===== config.mk =====
export PLATFORM = sky130hd
export DESIGN_NAME = somador_fa
export DESIGN_NICKNAME = d
export VERILOG_FILES = /design/src/rtl/somador_fa.sv
export SDC_FILE = /design/constraint.sdc
export NUM_CORES = 1
export LEC_CHECK = 0
export BUFFER_PORTS_ARGS = -buffer_cell sky130_fd_sc_hd__buf_2
export CAP_MARGIN = 10
export CELL_PAD_IN_SITES_DETAIL_PLACEMENT = 0
export CELL_PAD_IN_SITES_GLOBAL_PLACEMENT = 1
export CORE_AREA = 2 2 39 41
export CTS_CLUSTER_DIAMETER = 60
export DETAILED_ROUTE_END_ITERATION = 12
export DIE_AREA = 0 0 41 43
export PLACE_DENSITY_LB_ADDON = 0.1
export SETUP_SLACK_MARGIN = 0.2
export SLEW_MARGIN = 25
export SYNTH_ARGS = -nofsm -noshare
export SYNTH_HDL_FRONTEND = slang
export SYNTH_SLANG_ARGS = --single-unit

===== constraint.sdc =====
create_clock -name clk -period 0.8 [get_ports clk]
set_input_delay 0.08 -clock clk [delete_from_list [all_inputs] [get_ports clk]]
set_output_delay 0.08 -clock clk [all_outputs]
set_load 0.1 [all_outputs]

===== src/rtl/somador_fa.sv =====
// rtl/somador_fa.sv - ripple-carry full adder with registered sum, carry and overflow
//
// Purpose:
//   WIDTH identical full-adder cells chained by a ripple carry (no lookahead).
//   s/co are purely combinational. s_q/co_q/ovf_q are a registered copy of the
//   result for downstream clocked logic.
//
// Ports:
//   clk    in   1      rising-edge clock for the output registers
//   rst_n  in   1      asynchronous active-low reset of the output registers
//   en     in   1      register load enable (combinational path ignores it)
//   i0     in   WIDTH  operand A
//   i1     in   WIDTH  operand B
//   ci     in   1      carry in
//   s      out  WIDTH  combinational sum, (i0+i1+ci) mod 2^WIDTH
//   co     out  1      combinational carry out
//   s_q    out  WIDTH  registered sum
//   co_q   out  1      registered carry out
//   ovf_q  out  1      registered two's-complement overflow

module somador_fa #(
   parameter int WIDTH = 1
) (
   input  logic             clk,
   input  logic             rst_n,
   input  logic             en,
   input  logic [WIDTH-1:0] i0,
   input  logic [WIDTH-1:0] i1,
   input  logic             ci,
   output logic [WIDTH-1:0] s,
   output logic             co,
   output logic [WIDTH-1:0] s_q,
   output logic             co_q,
   output logic             ovf_q
);

   // c[k] is the carry into cell k; c[WIDTH] is the final carry out.
   logic [WIDTH:0] c;
   logic           ovf;

   assign c[0] = ci;

   genvar k;
   generate
      for (k = 0; k < WIDTH; k++) begin : g_cell
         assign s[k]   = i0[k] ^ i1[k] ^ c[k];
         assign c[k+1] = (i0[k] & i1[k]) | (i0[k] & c[k]) | (i1[k] & c[k]);
      end
   endgenerate

   assign co = c[WIDTH];

   // Signed overflow: carry into the sign cell differs from carry out of it.
   // For WIDTH=1 the carry into the sign cell is ci itself.
   assign ovf = c[WIDTH] ^ c[WIDTH-1];

   always_ff @(posedge clk or negedge rst_n) begin
      if (!rst_n) begin
         s_q   <= '0;
         co_q  <= 1'b0;
         ovf_q <= 1'b0;
      end else if (en) begin
         s_q   <= s;
         co_q  <= co;
         ovf_q <= ovf;
      end
   end

endmodule


==> impl_metrics.toml <==
[outcome]
status = "finished, violations left"
violations = "setup timing"

[floorplan]
initial_core_util = 0.09765
die-area_um2 = 1763
coreArea_um2 = 1384
pin_count = 11
rows = 14
die_w_um = 41
die_h_um = 43

[pwr]
p_sw_mw = 0.4283
power_density_nw_per_um2 = 2599
leakage_nw = 0.1888
ir_drop_uv = 641.9
pwr-share-comb = 0.563
p_seq_frac = 0.194
swShare = 0.4040
clockPowerShare = 0.243
internal-power_mw = 0.6319

[synth]
syn-num-nets = 16
yosysSeqAreaShare = 0.5556
ys_ff_latch = 3
syn_inst = 9
postSynthAreaPerCell_um2 = 15.01
syn_area_um2 = 135.1
ys_types = 6
yosysWarnings = 0

[critical_path]
crit_slowest_cell = "dfrtp_4"
crit_family = "flip-flops"
critPathMaxFanout = 2
start_kind = "flop"
required_ps = 720
critPathKind = "flop to primary output"
end_kind = "primary output"
arrival_ps = 970
path_cells = "buf_6 -> buf_12"
critPathBufInv = 2
max_stage_delay_ps = 470

[routing]
postRouteAntennaNets = 0
totalWireLength_um = 367
post_drt_wl_per_cell_um = 7.978
num_vias = 146
drt-pass1-iter-count = 1
drt-initial-drc-count = 0
via_per_inst = 3.174
drcViolationCount = 0

[clock_network]
clk_latency_ps = 230
htree_num_levels = 1
cts_root_buf = "clkbuf_4"
cts_buffers = 3
clock-sinks = 3
clk_pin_slew_ps = 40
clk_path_buf_depth = 2
cts_tree = "built"

[final_layout]
drive_gt1_frac = 0.8333
nets = 38
n_antenna_cell = 0
area.growth.synth_to_final_pct = 201.9
seq_area_um2 = 82.58
multiInputGateArea_um2 = 77.57
fillerInstances = 152
final_cell_mix = "buf_6, buf_12, buf_2"
finalInstanceArea_um2 = 407.9

[global_routing]
grt_pass1_wl_um = 579
grt_usage = 0.05746
antenna_found_initial = 0
grt_max_degree = 5
grt_pass1_vias = 161
grt_overflow = 0

[place]
placed_area_um2 = 305.3
gp_congestion = 0.5809
dp_slack_ps = -289.8
portBuffers = 10

[sta]
hold_violations = 0
layout_setup_ws_ps = -251.8
fin_crit_sh = 1.315
setup_viol = 8
relSlewSlack = 0.9155
final_max_slew_viol_count = 0
finalClockSkew_ps = 0
tightest_slew_ps = 126.5
rsz0062_at_grt = "yes"
max_freq_ghz = 0.9507
period_minus_slack_ps = 1052

[job]
cap_violations = 0

[min_path]
hp-class = "input pin to flop"
-- per-layer routing --
layer,track usage,share of wire,vias up
li1,-,-,71
met2,0.07500,0.59,6
met4,0.1000,0,0
met1,0.04886,0.34,69
met5,0,0,-
met3,0.01571,0.071,0
-- final timing paths --
path                       start    end  slack (ps)  cells after the start
setup reg to reg            co_q   co_q        -170                      2
hold / removal                en  ovf_q         100                      2
hold reg to reg            ovf_q  ovf_q         600                      2
max in group asynchronous  rst_n  ovf_q         500                      2
min in group asynchronous  rst_n   co_q         180                      2
setup / recovery            co_q   co_q        -250                      2
-- cells in the mapped netlist (all sizes together) --
cell | count | area [um^2]
xnor2 | 1 | 8.760
dfrtp | 3 | 75.07
nor2 | 1 | 3.750
a21oi | 1 | 5.000
fa | 1 | 20.02
mux2 | 2 | 22.52
-- registers in the layout, indices dropped and copies added (netlist names) --
name and flops:
co_q 1, ovf_q 1, s_q 1
-- worst reg2reg max path: stages, from the launching register on --
cell	delay [ps]
dfrtp_4	470
buf_4	140
mux2_4	250
-- layout make-up --
type                       instances  area share
multi-input combinational          6      0.1902
clock buffer                       4     0.06442
tap                               16     0.04908
sequential                         3      0.2025
timing repair buffer              17      0.4939
-- what timing repair did --
item,in CTS,in global routing
gates resized for setup,6,4
pin swaps,1,0
hold buffers,1,0
buffers inserted,1,2
hold endpoints to repair,3,0
setup endpoints to repair,8,8
-- logic make-up (layout without fill, tap and decap cells) --
group,after synthesis,count (layout),synth area share
DFF,3,3,0.5555
adders and majority gates,1,1,0.1482
xor gates and xnor gates,1,1,0.06483
muxes,2,2,0.1667
and+or+nand+nor,1,1,0.02775
AOI/OAI and AO/OA,1,1,0.03700
buffers and inverters,0,21,0
-- per-stage QoR --
step             util  instances  power, mW  setup TNS [ps]  hold WS [ps]
4_1_cts        0.2694         44      1.042           -1047         93.09
5_1_grt        0.2948         46      1.113           -1327         100.1
2_1_floorplan       -          9     0.5246           -1643        -215.6
6_report       0.2948         46      1.060           -1148         95.39
3_3_place_gp   0.2206         38     0.7257           -1144        -119.2
3_5_place_dp   0.2206         38     0.7281           -1153        -118.8
-- power groups by stage --
stage	sequential, mW	combinational, mW	clock [mW]
after detailed placement	0.205	0.523	0
after floorplan	0.374	0.151	0
after CTS	0.205	0.565	0.272
final	0.206	0.597	0.258
after global placement	0.204	0.521	0
after global routing	0.209	0.618	0.286
Power figures use the tool's default switching activity.
